**src/rtl/ahblite_slave_mux.sv**
```systemverilog
// AHB-Lite data-phase response mux with built-in default slave.
// Latches decoder selects on accepted address phases and routes the chosen slave's response.
module ahblite_slave_mux #(
  parameter bit Port0_en = 1'b1,
  parameter bit Port1_en = 1'b1,
  parameter bit Port2_en = 1'b1,
  parameter bit Port3_en = 1'b1,
  parameter bit Port4_en = 1'b0
) (
  input  logic        HCLK,
  input  logic        HRESET,
  input  logic [1:0]  HTRANS,
  input  logic        P0_HSEL,
  input  logic        P1_HSEL,
  input  logic        P2_HSEL,
  input  logic        P3_HSEL,
  input  logic        P4_HSEL,
  input  logic        P0_HREADYOUT,
  input  logic        P1_HREADYOUT,
  input  logic        P2_HREADYOUT,
  input  logic        P3_HREADYOUT,
  input  logic        P4_HREADYOUT,
  input  logic [31:0] P0_HRDATA,
  input  logic [31:0] P1_HRDATA,
  input  logic [31:0] P2_HRDATA,
  input  logic [31:0] P3_HRDATA,
  input  logic [31:0] P4_HRDATA,
  input  logic        P0_HRESP,
  input  logic        P1_HRESP,
  input  logic        P2_HRESP,
  input  logic        P3_HRESP,
  input  logic        P4_HRESP,
  output logic        HREADY,
  output logic [31:0] HRDATA,
  output logic        HRESP
);

  typedef enum logic [1:0] {IDLE, ERR1, ERR2} dflt_state_t;

  localparam logic [4:0] PORT_EN = {Port4_en, Port3_en, Port2_en, Port1_en, Port0_en};

  logic [4:0]  sel_raw;
  logic [4:0]  sel_oh;
  logic [4:0]  sel_q;
  logic        dflt_d;
  logic        dflt_q;
  logic        unused_htrans0;
  dflt_state_t state;
  dflt_state_t state_nxt;

  assign sel_raw        = {P4_HSEL, P3_HSEL, P2_HSEL, P1_HSEL, P0_HSEL} & PORT_EN;
  // Isolate the lowest set bit so the held select is always one-hot.
  assign sel_oh         = sel_raw & (~sel_raw + 5'd1);
  assign dflt_d         = (sel_raw == '0) & HTRANS[1];
  assign unused_htrans0 = HTRANS[0];

  always_ff @(posedge HCLK or posedge HRESET) begin
    if (HRESET) begin
      sel_q  <= '0;
      dflt_q <= 1'b0;
      state  <= IDLE;
    end else begin
      if (HREADY) begin
        sel_q  <= sel_oh;
        dflt_q <= dflt_d;
      end
      state <= state_nxt;
    end
  end

  always_comb begin
    state_nxt = state;
    case (state)
      IDLE:    if (HREADY && dflt_d) state_nxt = ERR1;
      ERR1:    state_nxt = ERR2;
      ERR2:    if (HREADY) state_nxt = dflt_d ? ERR1 : IDLE;
      default: state_nxt = IDLE;
    endcase
  end

  always_comb begin
    HREADY = 1'b1;
    HRESP  = 1'b0;
    HRDATA = '0;
    if (sel_q[0]) begin
      HREADY = P0_HREADYOUT;
      HRESP  = P0_HRESP;
      HRDATA = P0_HRDATA;
    end else if (sel_q[1]) begin
      HREADY = P1_HREADYOUT;
      HRESP  = P1_HRESP;
      HRDATA = P1_HRDATA;
    end else if (sel_q[2]) begin
      HREADY = P2_HREADYOUT;
      HRESP  = P2_HRESP;
      HRDATA = P2_HRDATA;
    end else if (sel_q[3]) begin
      HREADY = P3_HREADYOUT;
      HRESP  = P3_HRESP;
      HRDATA = P3_HRDATA;
    end else if (sel_q[4]) begin
      HREADY = P4_HREADYOUT;
      HRESP  = P4_HRESP;
      HRDATA = P4_HRDATA;
    end else if (dflt_q) begin
      HREADY = (state != ERR1);
      HRESP  = (state != IDLE);
    end
  end

endmodule

```
**config.mk**
```make
export PLATFORM = sky130hd
export DESIGN_NAME = ahblite_slave_mux
export DESIGN_NICKNAME = d
export VERILOG_FILES = /design/src/rtl/ahblite_slave_mux.sv
export SDC_FILE = /design/constraint.sdc
export NUM_CORES = 1
export LEC_CHECK = 0
export CAP_MARGIN = 40
export CORE_AREA = 4 4 81 83
export CTS_BUF_LIST = sky130_fd_sc_hd__clkbuf_4 sky130_fd_sc_hd__clkbuf_8
export CTS_CLUSTER_SIZE = 20
export DETAILED_ROUTE_END_ITERATION = 7
export DIE_AREA = 0 0 85 87
export DONT_BUFFER_PORTS = 1
export MAX_ROUTING_LAYER = met4
export PLACE_DENSITY_LB_ADDON = 0.08
export RECOVER_POWER = 50
export SETUP_SLACK_MARGIN = 0.02
export SYNTH_ARGS = -nofsm -noshare
export SYNTH_HDL_FRONTEND = slang
export SYNTH_SLANG_ARGS = --single-unit
export TNS_END_PERCENT = 20
```
**constraint.sdc**
```tcl
create_clock -name HCLK -period 5.46 [get_ports HCLK]
set_clock_uncertainty 0.2 [all_clocks]
set_input_delay 0.546 -clock HCLK [delete_from_list [all_inputs] [get_ports HCLK]]
set_output_delay 0.546 -clock HCLK [all_outputs]
set_load 0.03 [all_outputs]
```
==> out/results.md, run 1 <==
Clocking
• **total of cells resized after clock tree synthesis** 0
• **clk buf depth** 2
• **# Post-CTS Setup Buffers** 0
• **CTS tree** yes
• **clock latency at the later pin of the worst-skew pair** 0.22 ns
• **hold buffers post-CTS** 1
• **number of H-tree branching levels** 1
• **clock transition at the register clock pins on the worst setup and hold paths after CTS** 0.04 ns
• **buffer cell driving the clock tree root** sky130_fd_sc_hd__clkbuf_8
• **sinks on the clock net** 7
• **number of buffers added by the clock tree synthesis step** 3

Worst setup path
• **flop2flop setup slack** 2.17 ns
• **critical path capture point type** primary output
• **Worst R2R End** sel_q[2]
• **Worst setup startpoint** sel_q[2]
• **Worst R2R Path Depth** 5
• **biggest fanout along the worst timing path** 37
• **startpoint type of the worst setup path** register
• **data required time at the worst endpoint** 4.71 ns
• **R2R Path Start** sel_q[2]
• **Crit Path Class** register to primary output
• **arrival time worst endpoint** 2.81 ns

Layout
• **Fill cells** 649
• **final net count** 393
• **ant diodes** 0
• **signed area change from the synthesized netlist to the final layout** 20.3%
• **share of post-route cells with drive strength above 1** 15.0%

Power and ir drop
• **combinational cell fraction of total power** 73.0%
• **sequential share of power** 15.3%
• **standby leakage power** 0.000646 µW
• **power share of the clock group** 11.7%
• **Max VDD drop** 0.125 mV
• **NetSw** 348 µW
• **internal power of the cells** 288 µW
• **switching share of power** 54.8%
• **power density over cell area** 382 nW/µm²

Timing
• **setup TNS** 0 ns
• **count of endpoints failing hold in the final timing report** 0
• **Setup violations, final** 0
• **Slew Limit Headroom** -8.53%
• **final worst path period share** 65.1%
• **maximum clock frequency** 282 MHz
• **slack of the critical path** 1.91 ns
• **Slew Limit Fails** 38
• **Worst-Margin Slew** 1.63 ns
• **minimum clock period after layout** 3.55 ns
• **Hold Slack** 0.263 ns
• **setup repair after global routing missed its margin** no

GRT
• **wire length of the first global-routing pass** 7.65 mm
• **remaining global-route overflow** 0
• **aggregate global-route resource usage** 12.6%
• **initial antenna violation count** 0
• **pin count of the biggest net entering global routing** 41
• **vias in the first global route** 1597

Die
• **initial core utilization** 23.7%
• **floorplan row count** 28
• **horizontal die dimension** 85 µm
• **core area** 5850 µm²
• **die area** 7400 µm²
• **Boundary Pins** 213
• **height of the die** 87 µm

Placement
• **Detail Placement HPWL** 4.28 mm
• **buffers added on ports** 0
• **worst slack at placement** 2.92 ns
• **final RePlAce weighted congestion** 0.766

Logic synthesis
• **post-synth net total** 375
• **number of enable flip-flop cells after synthesis** 0
• **proportion of synthesized flip-flops having asynchronous set or reset** 100%
• **warning count from the yosys run** 0
• **Yosys reg bits** 7
• **Post-synth top flop** sky130_fd_sc_hd__dfrtp_1
• **Avg Synthesized Cell Area** 7.06 µm²
• **synthesized area** 1380 µm²
• **cells after synthesis** 196
• **number of library cell types mapped by synthesis** 26
• **post-synthesis sequential area ratio** 12.7%

Detailed routing
• **Vias per Instance** 5.96
• **count of nets left with antenna violations after detail routing** 0
• **violation count after the first detailed-route iteration** 85
• **DRC errors left** 0
• **routed length per instance** 18.4 µm
• **DRT Pass-1 Iters** 4
• **total via count in the routed design** 1716
• **Total Routed Length** 5.30 mm

Run status
• **failing checks** max-capacitance violations, max-slew violations
• **status** complete, but fails checks

Job
• **count of max-cap constraint violations** 1

Worst hold path
• **worst hold path startpoint** state[0]
• **end of the worst hold path** state[0]
• **type of the tightest min-delay check** register to register
• **number of instances on the worst hold path** 1

cell families (layout without fill, tap and decap cells):
family                 count (synthesis)  count (layout)  synth area share (%)
AO/OA/AOI/OAI                         77              77                  45.4
AND/OR/NAND/NOR                       81              81                  31.2
flip-flops                             7               7                  12.7
multiplexers                           3               3                  2.53
buffers and inverters                 28              45                  8.23
flip-flops by register name, summed over array words and instances, names as in the netlist:
name	count
state	2
dflt_q	1
sel_q	4
metal layers:
| metal | global-route usage (%) | share of wire, % |
|---|---|---|
| met1 | 14.9 | 37 |
| met2 | 22.9 | 53 |
| met3 | 2.37 | 10 |
| met4 | 1.58 | 0.25 |
| met5 | - | 0 |
per-stage QoR:
step	instances	area (µm²)	utilization (%)	power (µW)
finish	288	1670	28.5	636
floorplan	196	1380	-	454
global placement	248	1390	23.7	484
global route	288	1670	28.5	685
detailed placement	283	1630	27.9	572
CTS	288	1690	28.9	649
critical path, cell delays in order, from the launching register on:
cell and delay [ns]:
sky130_fd_sc_hd__dfrtp_1 0.32, sky130_fd_sc_hd__clkbuf_1 1.18, sky130_fd_sc_hd__nor3b_1 0.18, sky130_fd_sc_hd__a2111o_1 0.51, sky130_fd_sc_hd__a21oi_4 0.39
Yosys cell counts, drive strengths merged (2+ instances only):
cell type / n / area share, %
dfrtp: 7 / 13
clkbuf: 22 / 6.0
nor3b: 5 / 3.1
nand2: 34 / 9.2
nand2b: 2 / 0.90
mux2i: 2 / 1.4
a221oi: 35 / 22
inv: 4 / 1.1
o31ai: 33 / 18
a21oi: 3 / 1.9
buf: 2 / 1.2
nor2b: 36 / 16
cell type report:
cell class	instances	area [µm²]	share of cell area, %
timing repair buffer	37	244	14.7
clock buffer	4	48.8	2.93
sequential	7	178	10.7
inverter	4	15.0	0.902
tap	75	93.8	5.63
multi-input combinational	161	1090	65.2
worst max-delay path by stage:
| stage | depth (start not counted) | endpoint |
|---|---|---|
| after floorplan | 5 | HRDATA[10] |
| after global placement | 3 | HRDATA[11] |
| after detailed placement | 5 | HRESP |
| after CTS | 5 | HRESP |
| after global routing | 4 | HREADY |
| final | 4 | HREADY |
cell usage in the layout (no fill, tap or decap):
master and n:
sky130_fd_sc_hd__nor3_1 1, sky130_fd_sc_hd__a21oi_1 2, sky130_fd_sc_hd__mux2i_1 2, sky130_fd_sc_hd__nor3b_1 5, sky130_fd_sc_hd__nand2_1 34, sky130_fd_sc_hd__a21oi_4 1
sky130_fd_sc_hd__nand3b_1 1, sky130_fd_sc_hd__inv_1 4, sky130_fd_sc_hd__a21boi_0 1, sky130_fd_sc_hd__and2b_1 1, sky130_fd_sc_hd__clkbuf_8 3, sky130_fd_sc_hd__a21o_1 1
sky130_fd_sc_hd__a2111o_1 1, sky130_fd_sc_hd__a221oi_1 35, sky130_fd_sc_hd__dlygate4sd3_1 1, sky130_fd_sc_hd__dfrtp_2 2, sky130_fd_sc_hd__clkbuf_1 11, sky130_fd_sc_hd__buf_16 3
sky130_fd_sc_hd__clkbuf_4 1, sky130_fd_sc_hd__o21bai_1 1, sky130_fd_sc_hd__a211o_1 1, sky130_fd_sc_hd__buf_2 22, sky130_fd_sc_hd__nand2b_1 2, sky130_fd_sc_hd__dfrtp_1 5
sky130_fd_sc_hd__nor2_1 1, sky130_fd_sc_hd__o31ai_1 33, sky130_fd_sc_hd__mux2_1 1, sky130_fd_sc_hd__nor2b_1 36, sky130_fd_sc_hd__o21ai_0 1
power groups by stage:
stage | Clock, µW | Sequential [µW] | Combinational [µW]
3_5_place_dp | 0 | 98.3 | 474
5_1_grt | 79.7 | 103 | 503
2_1_floorplan | 0 | 60.9 | 393
4_1_cts | 76.8 | 97.3 | 475
3_3_place_gp | 0 | 127 | 357
6_report | 74.6 | 97.4 | 464
(Power assumes the default switching activity.)
==> inputs of run 2 (changes only) <==
Clock period 5.46 ns to 3.6 ns, I/O delays scaled along.
==> run 2 against run 1 <==
The run now ends clean. Critical path type unchanged. Power is 58% higher. Via count is 1.2% lower. Utilization is 0.75 points higher. Worst setup slack worse by 1.2 ns. Global-route usage is 0.94 points higher.
==> out/results.md, run 2 (synthesis gave the netlist of run 1 again) <==
Clocking
• **clock latency at the later pin of the worst-skew pair** 0.23 ns
• **clk buf depth** 2
• **number of H-tree branching levels** 1
• **number of buffers added by the clock tree synthesis step** 3
• **sinks on the clock net** 7
• **# Post-CTS Setup Buffers** 0
• **clock transition at the register clock pins on the worst setup and hold paths after CTS** 0.04 ns
• **buffer cell driving the clock tree root** sky130_fd_sc_hd__clkbuf_8
• **CTS tree** yes

Detailed routing
• **Vias per Instance** 5.89
• **count of nets left with antenna violations after detail routing** 0
• **DRT Pass-1 Iters** 4
• **Total Routed Length** 5.51 mm
• **routed length per instance** 19.1 µm
• **total via count in the routed design** 1695
• **DRC errors left** 0
• **violation count after the first detailed-route iteration** 89

Worst setup path
• **flop2flop setup slack** 0.80 ns
• **biggest cell delay along the critical path** 0.88 ns
• **biggest fanout along the worst timing path** 37
• **Worst R2R Path Depth** 5
• **Top Family by Delay on Critical Path** compound AO/OA/AOI/OAI gates
• **startpoint type of the worst setup path** register
• **slowest cell on the critical path** sky130_fd_sc_hd__a21oi_1
• **R2R Path Start** sel_q[2]
• **Worst R2R End** sel_q[2]
• **critical path capture point type** primary output
• **data required time at the worst endpoint** 3.04 ns
• **CP Depth** 4
• **arrival time worst endpoint** 2.35 ns
• **buffering stage count on the worst path with inverters included** 1
• **Crit Path Class** register to primary output
• **series of cell instances along the critical path** buf_4 -> nor3b_1 -> a2111o_1 -> a21oi_1

Power and ir drop
• **Max VDD drop** 0.205 mV
• **sequential share of power** 14.3%
• **standby leakage power** 0.000663 µW
• **NetSw** 534 µW
• **Final Total Pwr** 1000 µW
• **power share of the clock group** 11.6%
• **switching share of power** 53.3%
• **internal power of the cells** 468 µW
• **combinational cell fraction of total power** 74.1%
• **power density over cell area** 587 nW/µm²

Die
• **Boundary Pins** 213
• **core area** 5850 µm²
• **floorplan row count** 28
• **horizontal die dimension** 85 µm
• **height of the die** 87 µm
• **initial core utilization** 23.7%
• **die area** 7400 µm²

GRT
• **GR Util met1** 14.4%
• **remaining global-route overflow** 0
• **peak-usage layer in the global routing report** met2
• **M2 GR Usage** 25.7%
• **aggregate global-route resource usage** 13.6%
• **initial antenna violation count** 0
• **met3 layer usage reported by global route** 2.84%
• **wire length of the first global-routing pass** 8.11 mm
• **vias in the first global route** 1666
• **pin count of the biggest net entering global routing** 53

Timing
• **Setup violations, final** 0
• **setup repair after global routing missed its margin** no
• **Slew Limit Headroom** 25.0%
• **maximum clock frequency** 343 MHz
• **count of endpoints failing hold in the final timing report** 0
• **setup TNS** 0 ns
• **final worst path period share** 80.9%
• **minimum clock period after layout** 2.91 ns
• **Worst-Margin Slew** 1.13 ns
• **Slew Limit Fails** 0

Layout
• **commonest non-fill, non-tap cell in the layout** sky130_fd_sc_hd__nor2b_1
• **biggest registers after layout** sel_q: 4 flops, state: 2 flops, dflt_q: 1 flops
• **ant diodes** 0
• **Fill cells** 629
• **final standard cell count with taps included and fillers excluded** 288
• **final net count** 393
• **Non-Filler Cell Area, Final** 1710 µm²
• **signed area change from the synthesized netlist to the final layout** 23.5%
• **max FFs per register** 4
• **highest-count cells in the layout ignoring fill and taps** 36 x sky130_fd_sc_hd__nor2b_1, 35 x sky130_fd_sc_hd__a221oi_1, 34 x sky130_fd_sc_hd__nand2_1
• **share of post-route cells with drive strength above 1** 15.5%
• **Top reg by flops** sel_q
• **multi-input logic area** 1080 µm²
• **Sequential cell area** 178 µm²

Run status
• **status** completed

Worst hold path
• **number of instances on the worst hold path** 2
• **type of the tightest min-delay check** primary input to register
• **worst hold path startpoint** P3_HSEL
• **end of the worst hold path** sel_q[3]

Placement
• **final RePlAce weighted congestion** 0.758
• **Cell Count Post-Placement** 283
• **buffers added on ports** 0
• **area post-placement** 1700 µm²
• **Detail Placement HPWL** 4.45 mm

Job
• **count of max-cap constraint violations** 0

run 2: worst register-to-register path: cells and delay by family, from the launching register on:
family	cells	cell delay (ns)
muxes	1	0.35
DFF	1	0.32
buffers and inverters	1	0.36
and+or+nand+nor	1	0.14
AOI/OAI and AO/OA	2	1.31
run 2: per-layer routing:
metal / wire (µm) / vias up / part of all wire [%]
met5: 0 / - / 0
met4: 42 / 0 / 0.76
met3: 615 / 5 / 11
met2: 2940 / 112 / 53
met1: 1910 / 788 / 35
li1: - / 790 / -
run 2: power by group through the flow:
stage	combinational, µW	clock [µW]	sequential (µW)
after global placement	673	0	195
after CTS	779	120	142
after floorplan	596	0	92.4
after detailed placement	777	0	143
after global routing	804	126	150
final	743	117	143
run 2: area by class of cell:
cell class | count | share of cell area, %
Timing Repair Buffer | 37 | 17.3
Multi-Input combinational cell | 161 | 63.1
Clock buffer | 4 | 2.86
Inverter | 4 | 0.878
Sequential cell | 7 | 10.4
Tap cell | 75 | 5.49
run 2: how the worst max path moves through the flow:
stage                   from          to  slack [ns]
finish              sel_q[2]      HREADY        0.69
floorplan           sel_q[2]  HRDATA[10]        1.15
global route        sel_q[2]      HREADY        0.51
global placement    sel_q[2]       HRESP        0.92
CTS                 sel_q[2]       HRESP        0.94
detailed placement  sel_q[2]       HRESP        1.15
run 2: through the flow:
step	hold slack (ns)	utilization, %	setup slack (ns)
floorplan	-0.0366	-	1.15
global placement	0.00325	27.8	0.922
detailed placement	0.00794	29.1	1.15
CTS	0.0792	30.1	0.940
global route	0.0852	29.2	0.511
finish	0.0793	29.2	0.686
run 2: repair_timing:
action                    in CTS  in global routing
hold buffers                   1                  0
hold endpoints to repair       7                  0
resized for setup              0                  0
==> inputs of run 3 (changes only) <==
Clock period 3.6 ns to 3 ns, I/O delays scaled along.
==> run 3 against run 2 <==
Sequential power grew 30%. Power grew 19%. Via count shrank 0.29%. Cell area shrank 1.0%. Register-to-register slack lost 0.44 ns. Critical path depth is the same. Die area is the same. Non-clock buffer count grew 2. Worst setup slack lost 0.38 ns. Largest cell class unchanged. First-iteration DRC count shrank 2.2%. Sequential share of layout area grew 0.11 points. Final cell count grew 0.69%.
==> out/results.md, run 3 (synthesis gave the netlist of run 1 again) <==
Detailed routing
• **count of nets left with antenna violations after detail routing** 0
• **DRT Pass-1 Iters** 4
• **Total Routed Length** 5.61 mm
• **violation count after the first detailed-route iteration** 87
• **DRC errors left** 0
• **routed length per instance** 19.4 µm
• **length of routed wiring on met1** 2.13 mm
• **met2 wire len** 2.88 mm
• **detailed route wirelength on metal3** 568 µm
• **highest routing layer actually used** met4
• **Vias per Instance** 5.83
• **total via count in the routed design** 1690

GRT
• **vias in the first global route** 1594
• **aggregate global-route resource usage** 13.5%
• **remaining global-route overflow** 0
• **wire length of the first global-routing pass** 8.09 mm
• **initial antenna violation count** 0
• **pin count of the biggest net entering global routing** 44

Run status
• **status** completed

Timing
• **Worst-Margin Slew** 1.18 ns
• **Setup violations, final** 0
• **minimum clock period after layout** 2.70 ns
• **final worst path period share** 89.9%
• **setup TNS** 0 ns
• **maximum clock frequency** 371 MHz
• **Slew Limit Headroom** 21.4%
• **setup repair after global routing missed its margin** no
• **count of endpoints failing hold in the final timing report** 0
• **Slew Limit Fails** 0

Layout
• **utilization of the core after routing** 28.9%
• **commonest non-fill, non-tap cell in the layout** sky130_fd_sc_hd__nor2b_1
• **ant diodes** 0
• **Non-Filler Cell Area, Final** 1690 µm²
• **Fill cells** 649
• **final net count** 395
• **Top reg by flops** sel_q
• **max FFs per register** 4
• **share of post-route cells with drive strength above 1** 19.1%
• **highest-count cells in the layout ignoring fill and taps** 36 x sky130_fd_sc_hd__nor2b_1, 35 x sky130_fd_sc_hd__a221oi_1, 34 x sky130_fd_sc_hd__nand2_1
• **biggest registers after layout** sel_q: 4 flops, state: 2 flops, dflt_q: 1 flops
• **signed area change from the synthesized netlist to the final layout** 22.2%

Die
• **die area** 7400 µm²
• **floorplan row count** 28
• **Boundary Pins** 213
• **horizontal die dimension** 85 µm
• **core area** 5850 µm²
• **initial core utilization** 23.7%
• **height of the die** 87 µm

Placement
• **buffers added on ports** 0
• **final RePlAce weighted congestion** 0.752
• **area post-placement** 1670 µm²
• **Detail Placement HPWL** 4.56 mm

Clocking
• **number of H-tree branching levels** 1
• **number of buffers added by the clock tree synthesis step** 3
• **CTS tree** yes
• **total of cells resized after clock tree synthesis** 0
• **hold buffers post-CTS** 1
• **clock transition at the register clock pins on the worst setup and hold paths after CTS** 0.04 ns
• **clock latency at the later pin of the worst-skew pair** 0.23 ns
• **sinks on the clock net** 7
• **clk buf depth** 2
• **# Post-CTS Setup Buffers** 0
• **buffer cell driving the clock tree root** sky130_fd_sc_hd__clkbuf_8

Worst setup path
• **startpoint type of the worst setup path** register
• **biggest fanout along the worst timing path** 43
• **data required time at the worst endpoint** 2.50 ns
• **arrival time worst endpoint** 2.20 ns
• **critical path capture point type** primary output
• **Crit Path Class** register to primary output

Power and ir drop
• **standby leakage power** 0.000676 µW
• **Max VDD drop** 0.255 mV
• **power density over cell area** 706 nW/µm²
• **Final Total Pwr** 1190 µW

Job
• **count of max-cap constraint violations** 0

Worst hold path
• **type of the tightest min-delay check** primary input to register

[run 3: final timing paths]
path | from | to | slack, ns | cells after the start
max reg2reg | sel_q[1] | sel_q[2] | 0.36 | 3
max | sel_q[1] | HRDATA[13] | 0.30 | 4
min | P0_HSEL | sel_q[0] | 0.02 | 1
max in group asynchronous | HRESET | sel_q[0] | 2.10 | 2
min reg2reg | state[0] | state[0] | 0.27 | 1
min in group asynchronous | HRESET | dflt_q | 0.25 | 2
[run 3: worst max-delay path: stages (launching register included)]
cell,delay [ns]
sky130_fd_sc_hd__dfrtp_2,0.77
sky130_fd_sc_hd__clkbuf_2,0.53
sky130_fd_sc_hd__a221oi_1,0.10
sky130_fd_sc_hd__o31ai_1,0.21
sky130_fd_sc_hd__clkbuf_1,0.34
[run 3: where the power goes]
part | switching [µW] | internal (µW)
combinational | 523 | 343
clock | 41.7 | 101
sequential | 79.6 | 107
total | 644 | 550
[run 3: per-stage QoR]
step,hold WS (ns),instances,worst slack [ns]
after floorplan,-0.0966,196,0.613
after global placement,-0.0535,285,0.649
after detailed placement,-0.0548,285,0.627
after CTS,0.0237,290,0.387
after global routing,0.0271,290,0.132
final,0.0227,290,0.303
[run 3: cell type report]
| cell class | instances | area, µm² | share of cell area, % |
|---|---|---|---|
| Timing Repair Buffer | 39 | 278 | 16.4 |
| Clock buffer | 4 | 48.8 | 2.88 |
| Inverter | 4 | 15.0 | 0.888 |
| Tap cell | 75 | 93.8 | 5.55 |
| Sequential cell | 7 | 178 | 10.5 |
| Multi-Input combinational cell | 161 | 1080 | 63.8 |
[run 3: per-layer routing]
| layer | vias to the layer above | track usage [%] |
|---|---|---|
| met2 | 106 | 23.6 |
| met5 | - | - |
| li1 | 792 | - |
| met3 | 4 | 3.03 |
| met4 | 0 | 2.73 |
| met1 | 788 | 15.9 |
